--- config.mk ---
export PLATFORM = sky130hd
export DESIGN_NAME = gc_sched
export DESIGN_NICKNAME = d
export VERILOG_FILES = /design/src/rtl/gc_sched.sv
export SDC_FILE = /design/constraint.sdc
export NUM_CORES = 1
export LEC_CHECK = 0
export ABC_CLOCK_PERIOD_IN_PS = 4600
export CORE_ASPECT_RATIO = 1.25
export CORE_UTILIZATION = 40
export CTS_CLUSTER_DIAMETER = 50
export CTS_CLUSTER_SIZE = 20
export DETAILED_ROUTE_END_ITERATION = 7
export HOLD_SLACK_MARGIN = 0.05
export PLACE_DENSITY = 0.78
export SETUP_SLACK_MARGIN = 0.4
export SKIP_LAST_GASP = 1
export SLEW_MARGIN = 20
export SYNTH_ARGS = -nofsm -noshare
export SYNTH_HDL_FRONTEND = slang
export SYNTH_SLANG_ARGS = --single-unit
export TNS_END_PERCENT = 30
--- constraint.sdc ---
create_clock -name clk -period 4.6 [get_ports clk]
set_clock_uncertainty 0.15 [all_clocks]
set_input_delay 0.69 -clock clk [delete_from_list [all_inputs] [get_ports clk]]
set_output_delay 0.69 -clock clk [all_outputs]
set_load 0.005 [all_outputs]
--- src/rtl/gc_sched.sv ---
// gc_sched: per-queue eligibility (fill level, time gate, token bucket) and
// one-hot grant issue to the transmit scheduler, one packet at a time.
// Build option: define GC_RR_EN for round-robin selection starting after the
// last granted queue; leave it undefined for strict lowest-index priority.
module gc_sched #(
  parameter int unsigned NQ     = 4,
  parameter int unsigned NP     = 2,
  parameter int unsigned UW     = 8,
  parameter int unsigned UTH    = 20,
  parameter int unsigned TBW    = 12,
  parameter int unsigned TBSIZE = 2047,
  parameter int unsigned TBPER  = 100,
  localparam int unsigned PW    = (NP > 1) ? $clog2(NP) : 1,
  localparam int unsigned GW    = (NQ > 1) ? $clog2(NQ) : 1
) (
  input  logic              clk,
  input  logic              rst,
  input  logic [NQ*PW-1:0]  in_gc_md_outport,
  input  logic [NQ-1:0]     in_gc_fifo_empty,
  input  logic [NQ*7-1:0]   in_gc_pkt_len,
  input  logic [NQ-1:0]     in_gc_gate_open,
  input  logic [NQ-1:0]     in_gc_shaped,
  input  logic [NQ*TBW-1:0] in_gc_rate_limit,
  input  logic              in_gc_pkt_valid,
  input  logic [NP*UW-1:0]  pktout_usedw,
  input  logic [NQ-1:0]     in_gc_rden,
  output logic [NQ-1:0]     out_gc_schedule_valid,
  output logic [GW-1:0]     out_gc_grant_q
);

  localparam int unsigned SW = TBW + 8;
  localparam int unsigned CW = (TBPER > 1) ? $clog2(TBPER) : 1;

  typedef enum logic [1:0] {S_IDLE, S_JUDGE, S_GRANT, S_WAIT} state_t;

  state_t           state;
  logic             init_flag;
  logic [GW-1:0]    sel_q;
  logic [GW-1:0]    pick;
  logic [CW-1:0]    per_cnt;
  logic             wrap;
  logic [TBW-1:0]   rt     [NQ];
  logic [TBW-1:0]   rt_nxt [NQ];
  logic [SW-1:0]    tk_need [NQ];
  logic [SW-1:0]    tk_sum  [NQ];
  logic [SW-1:0]    tk_sub  [NQ];
  logic [SW-1:0]    tk_val  [NQ];
  logic [NQ-1:0]    port_ok;
  logic [NQ-1:0]    tok_ok;
  logic [NQ-1:0]    elig;

  assign wrap = (per_cnt == CW'(TBPER - 1));

  // Output port has room when its FIFO fill level is at or below threshold
  always_comb begin
    port_ok = '0;
    for (int unsigned q = 0; q < NQ; q++) begin
      for (int unsigned p = 0; p < NP; p++) begin
        if (in_gc_md_outport[q*PW +: PW] == PW'(p)) begin
          port_ok[q] = (pktout_usedw[p*UW +: UW] <= UW'(UTH));
        end
      end
    end
  end

  // Token bucket arithmetic: refill on wrap, consume on read start, clamp
  always_comb begin
    tok_ok = '0;
    for (int unsigned q = 0; q < NQ; q++) begin
      tk_need[q] = SW'(in_gc_pkt_len[q*7 +: 7]) << 4;
      tk_sum[q]  = SW'(rt[q]) + (wrap ? SW'(in_gc_rate_limit[q*TBW +: TBW]) : SW'(0));
      tk_sub[q]  = in_gc_rden[q] ? tk_need[q] : SW'(0);
      tk_val[q]  = (tk_sum[q] < tk_sub[q]) ? SW'(0) : (tk_sum[q] - tk_sub[q]);
      if (tk_val[q] > SW'(TBSIZE)) begin
        tk_val[q] = SW'(TBSIZE);
      end
      rt_nxt[q]  = TBW'(tk_val[q]);
      tok_ok[q]  = !in_gc_shaped[q] || (SW'(rt[q]) >= tk_need[q]);
    end
  end

  assign elig = ~in_gc_fifo_empty & in_gc_gate_open & port_ok & tok_ok;

`ifdef GC_RR_EN
  // Round-robin: first eligible queue above the last grant, wrapping
  always_comb begin
    int unsigned idx;
    logic        found;
    idx   = 0;
    found = 1'b0;
    pick  = '0;
    for (int unsigned i = 0; i < NQ; i++) begin
      idx = (int unsigned'(out_gc_grant_q) + 1 + i) % NQ;
      if (!found && elig[idx]) begin
        pick  = GW'(idx);
        found = 1'b1;
      end
    end
  end
`else
  // Strict priority: lowest eligible index wins
  always_comb begin
    pick = '0;
    for (int i = int'(NQ) - 1; i >= 0; i--) begin
      if (elig[i]) begin
        pick = GW'(i);
      end
    end
  end
`endif

  // Shared refill period counter and per-queue token registers
  always_ff @(posedge clk) begin
    if (rst) begin
      per_cnt <= '0;
      for (int unsigned q = 0; q < NQ; q++) begin
        rt[q] <= '0;
      end
    end else begin
      per_cnt <= wrap ? '0 : per_cnt + CW'(1);
      for (int unsigned q = 0; q < NQ; q++) begin
        rt[q] <= rt_nxt[q];
      end
    end
  end

  // Grant FSM: judge eligibility, pulse the grant, wait for packet completion
  always_ff @(posedge clk) begin
    if (rst) begin
      state                 <= S_IDLE;
      init_flag             <= 1'b1;
      sel_q                 <= '0;
      out_gc_schedule_valid <= '0;
      out_gc_grant_q        <= '0;
    end else begin
      out_gc_schedule_valid <= '0;
      case (state)
        S_IDLE: begin
          if (init_flag || in_gc_pkt_valid) begin
            state <= S_JUDGE;
          end
        end
        S_JUDGE: begin
          if (|elig) begin
            sel_q <= pick;
            state <= S_GRANT;
          end
        end
        S_GRANT: begin
          out_gc_schedule_valid <= NQ'(1) << sel_q;
          out_gc_grant_q        <= sel_q;
          init_flag             <= 1'b0;
          state                 <= S_WAIT;
        end
        S_WAIT: begin
          if (in_gc_pkt_valid) begin
            state <= S_JUDGE;
          end
        end
        default: state <= S_IDLE;
      endcase
    end
  end

endmodule
Yosys cells after proc, flatten, opt, wreduce, memory -nomap -nowiden. Memories as Yosys holds them, arrays and structs flattened. Cells that the tools add are included.

Bits in registers: 18. Bits in latches: 0. RAM bits: 48. Memory bits (read-only): 0. Output and inout port bits: 6. Memories: 1.

$add $sub $neg: 9. Multipliers: 0. Divide/modulo/power cells: 0. Magnitude comparators: 14. Eq/ne operators: 7. Shift operators: 1. Multiplexer cells: 35. Bitwise logic cells: 9. Reduce and logical (&&, ||, !) cells: 15.

Memory list: rt (depth 4, bits a word 12, read ports 4, clocked after Yosys merged registers in 0, wr ports 4, RTL line 42) `logic [TBW-1:0] rt [NQ];`.

Operators with widths (number): $mux W12 (12); $gt A20 B11 Y1 const B (4); $mux W20 (4); $sub A13 B11 Y14 (4); $add A12 B12 Y13 (4); $lt A13 B11 Y1 (4); $ge A12 B11 Y1 (4); $mux W11 (4); $le A8 B5 Y1 const B (2); $mux W2 (7); $and A4 B4 Y4 (3); $pmux W2 S4 (1); $add A7 B1 Y7 const B (1); $eq A7 B7 Y1 const B (1); $mux W1 (7); $ne A2 B2 Y1 const B (3); $logic_or A1 B1 Y1 (5); $eq A2 B2 Y1 const B (2); $logic_not A1 Y1 (4); $not A4 Y4 (1); $or A1 B1 Y1 (4); $reduce_or A2 Y1 (2); $reduce_or A4 Y1 (1); $shl A1 B2 Y4 const A (1); 5 further kinds (5).

Logic depth before layout (Yosys ltp).
Depth in word-level cells: 8. Mapped depth: 25. Gate-level depth less buffers: 23.

Least setup slack after synthesis. Ideal clock, no wire load.

Kind: reg2reg. From: register per_cnt[0]. To: memory rt[3][10]. Setup time: 128 ps. Data arrival time: 4781 ps. Path slack: -459 ps. Stages on the path, launching flop included: 24. Buffers on the path: 2. Period minus slack after synthesis: 5059 ps. Cell sequence: dfxtp_1 -> ha_1 -> nand3_1 -> nor4_1 -> clkbuf_1 -> and2_1 -> ha_1 -> nor2b_1 -> o31a_1 -> o311a_1 -> o21ai_1 -> nand2_1 -> a21o_1 -> a21oi_1 -> xnor2_1 -> ha_1 -> or3_1 -> o21ai_0 -> a21oi_1 -> nor3b_1 -> or3b_2 -> nand4_1 -> buf_4 -> a21oi_1.

RTL lines: start, declared (RTL line 40) `logic [CW-1:0] per_cnt;`; start signal, assigned (RTL line 120) `per_cnt <= wrap ? '0 : per_cnt + CW'(1);`; end, declared (RTL line 42).

==> summary.md <==
| Metric | Value |
|---|---|
| Worst-path fanout max | 11 |
| Dpl hpwl | 14.3 mm |
| IO buf count | 120 |
| Int Pwr | 0.00289 W |
| Worst Tran Pin Value | 0.706 ns |
| Setup slack, reg-to-reg | -0.06 ns |
| DRC | 0 |
| Routability cong. | 0.858 |
| PnR worst setup slack | -0.0607 ns |
| CTS buffer count | 9 |
| Synth Area in XOR/XNOR | 7.25% |
| DR WL/cell | 15.3 um |
| Sequential fraction of the synthesis area | 19.1% |
| IO Count | 121 |
| Clock Power Share | 14.9% |
| Synth Area in Simple Gates | 26.4% |
| Crit Reg-Reg Startpoint | per_cnt[1] |
| Antenna cells | 0 |
| Period utilization | 101% |
| Antenna violations before repair | 0 |
| Mapped Cells | 876 |
| Hold WC Path Type | flip-flop to flip-flop |
| CTS tree | done |
| Final ANT Viol Nets | 0 |
| Post-Synthesis Cell Area | 6940 um^2 |
| Seq pwr share | 19.0% |
| Main combinational cell family by area after synthesis | simple AND/OR/NAND/NOR gates |
| Hold Slack | 0.310 ns |
| Core ar. | 16,900 um^2 |
| Status | finished, violations left |
| Worst setup endpoint | rt[3][4] |
| Unique masters post-synth | 69 |
| Largest net degree at the start of global routing | 23 |
| Syn avg cell area | 7.92 um^2 |
| Nets | 1,316 |
| Post-CTS Hold Fix Bufs | 0 |
| Number of global-route vias before repair | 6,757 |
| Synth async-reset ratio | 0% |
| Synth Area in Compound Gates | 18.8% |
| DRT Wirelength | 20.0 mm |
| Layout cell share with drive strength beyond 1 | 22.8% |
| Final hold violations | 0 |
| Worst r2r path cells | 26 |
| Cell Rows | 53 |
| Synth warn | 0 |
| Final Max Tran Viols | 0 |
| Post-Synth Adder-Cell Area | 22.2% |
| MaxCap Viol Count | 0 |
| Leak Pwr | 4.45 nW |
| Fmax | 0.215 GHz |
| Ys flop type | dfxtp_1 |
| Combinational Power Share | 66.0% |
| Post-route setup TNS | -0.677 ns |
| R2r endpoint | rt[3][4] |
| Clk_lat worst skew | 0.33 ns |
| Net Switching | 0.00214 W |
| CP Capture Type | flip-flop |
| First-pass GRT wire length | 30.2 mm |
| Worst path bufs/invs | 4 |
| Post-synth EDFFs | 0 |
| Max H-tree Level | 3 |
| DIE WIDTH | 120 um |
| Required @ worst endpoint | 4.67 ns |
| Maximum VDD drop | 0.226 mV |
| Starting Density | 41.0% |
| Power per cell area | 497 nW/um^2 |
| Total gr overflow | 0 |
| Mux cell area share after synthesis | 0.577% |
| Worst slew margin | 52.5% |
| Crit path launch | per_cnt[1] |
| Clk buf depth | 2 |
| Crit-path max cell delay | 0.42 ns |
| Sink Count | 66 |
| RSZ-0062 raised after global routing | true |
| Final setup violation count | 19 |
| Die height | 149 um |
| Avg Vias per Cell | 5.35 |
| Switching part of the total | 42.6% |
| Via Count | 6,996 |
| #FFs+latches synth | 66 |
| Initial DRC count | 315 |
| Final Critical Period | 4.66 ns |
| Failing checks | negative setup slack |
| Worst EP arrival | 4.73 ns |
| Clk Tree Root Cell | clkbuf_16 |
| CP max-delay cell | fa_2 |
| Drt pass-1 iters | 7 |
| WS Path Type | flip-flop to flip-flop |
| CP top delay family | simple AND/OR/NAND/NOR gates |
| Clock transition at path regs | 0.06 ns |
| Critical Path Start Type | flip-flop |
| Die area | 17,900 um^2 |
| Overall Global Routing Usage | 20.8% |
| Critical path depth in cells | 26 |
| Area delta synth->final | 45.9% |
## layout by cell type, fill, tap and decap left out, types with 5 or more instances in the layout
| cell type | count |
|---|---|
| a21o_1 | 19 |
| a21oi_1 | 62 |
| a21oi_2 | 11 |
| and2_1 | 42 |
| and2_4 | 7 |
| buf_4 | 77 |
| buf_6 | 8 |
| clkbuf_16 | 9 |
| clkdlybuf4s50_1 | 120 |
| dfxtp_1 | 64 |
| fa_2 | 6 |
| ha_1 | 90 |
| ha_2 | 10 |
| ha_4 | 10 |
| inv_1 | 75 |
| nand2_1 | 60 |
| nand2b_1 | 9 |
| nand3_1 | 20 |
| nand4_1 | 5 |
| nor2_1 | 52 |
| nor2b_1 | 9 |
| nor3_1 | 40 |
| nor3_2 | 21 |
| nor3b_1 | 9 |
| nor3b_2 | 9 |
| nor4_1 | 5 |
| o21a_1 | 11 |
| o21ai_0 | 20 |
| o21ai_1 | 5 |
| o21ai_2 | 9 |
| o21bai_1 | 8 |
| o31a_1 | 6 |
| xnor2_1 | 32 |
| xor2_1 | 19 |
## registers in the layout, indices dropped and copies added, names as in the netlist
register / count
init_flag: 1
out_gc_grant_q: 2
out_gc_schedule_valid: 4
per_cnt: 7
rt: 48
sel_q: 2
state: 2
## final cells by class
class                      instances  area [um^2]
fill                            1455         6790
clock inverter                     7          100
tap                              220          275
timing repair buffer             209         1950
sequential                        66         1320
inverter                          79          299
clock buffer                       9          225
multi-input combinational        718         5950
## cell families (layout without fill, tap and decap cells)
logic type | after synthesis | in the layout
AND/OR/NAND/NOR | 337 | 337
AO/OA/AOI/OAI | 198 | 199
XOR/XNOR | 54 | 56
flip-flops | 66 | 66
adder cells (fa/ha/maj) | 118 | 118
multiplexers | 4 | 4
other | 1 | 4
buffers and inverters | 98 | 304
## synth_stat cells, drive strengths merged, types with 5 or more instances
cell	n	share of area [%]
dfxtp	66	19
nor2	55	3.0
clkbuf	11	0.60
o21a	11	1.2
nor4b	5	0.63
a21o	19	2.1
buf	8	0.83
o31a	7	0.90
o21ai	36	2.9
a21oi	77	5.7
nand3	21	1.5
xnor2	33	4.2
nor4	6	0.54
a211oi	5	0.54
nor2b	13	1.4
nor3b	19	2.1
inv	79	4.3
nand2	62	3.4
a31oi	8	1.1
xor2	19	2.4
ha	110	20
nor3	64	5.0
o21bai	8	0.87
nand2b	12	1.1
and2	49	4.4
fa	8	2.3
nand4	5	0.45
## repair_timing
| item | CTS | global route |
|---|---|---|
| hold endpoints to repair | 0 | 0 |
| gates cloned | 3 | 1 |
| buffers inserted | 14 | 11 |
| setup endpoints to repair | 44 | 44 |
| pin swaps | 36 | 48 |
| gates resized for setup | 68 | 72 |
## worst min-delay path by stage
stage               depth (start not counted)         end       start  slack, ns
CTS                                         1   init_flag   init_flag       0.31
finish                                      1   init_flag   init_flag       0.31
global placement                            1   init_flag   init_flag       0.29
global route                                1   init_flag   init_flag       0.35
detailed placement                          1   init_flag   init_flag       0.29
floorplan                                   1  per_cnt[0]  per_cnt[0]       0.27
## power groups by stage
stage	clock network, W	registers (W)	logic [W]
after floorplan	0	0.000885	0.00194
after global placement	0	0.000946	0.00257
after detailed placement	0	0.000951	0.00264
after CTS	0.000766	0.000944	0.00292
after global routing	0.000786	0.000977	0.00365
final	0.000750	0.000958	0.00332
## per-layer routing
layer  up-vias  part of all wire, %  global-route usage [%]
li1       3525                    -                       -
met1      3263                   41                    22.5
met2       164                   52                    39.9
met3        44                  4.1                    3.33
met4         0                  2.8                    8.19
met5         -                    0                       0
## metrics by stage
| stage | setup slack [ns] | cell area (um^2) | power (W) | std cells | util [%] |
|---|---|---|---|---|---|
| 6_report | -0.0607 | 10100 | 0.00503 | 1308 | 59.9 |
| 3_3_place_gp | -0.276 | 8910 | 0.00352 | 1263 | 52.7 |
| 5_1_grt | -0.322 | 10100 | 0.00541 | 1308 | 59.9 |
| 4_1_cts | -0.00475 | 9670 | 0.00463 | 1296 | 57.2 |
| 3_5_place_dp | -0.379 | 8910 | 0.00359 | 1263 | 52.7 |
| 2_1_floorplan | 0.0451 | 7040 | 0.00282 | 879 | - |
Power figures use the tool's default switching activity.
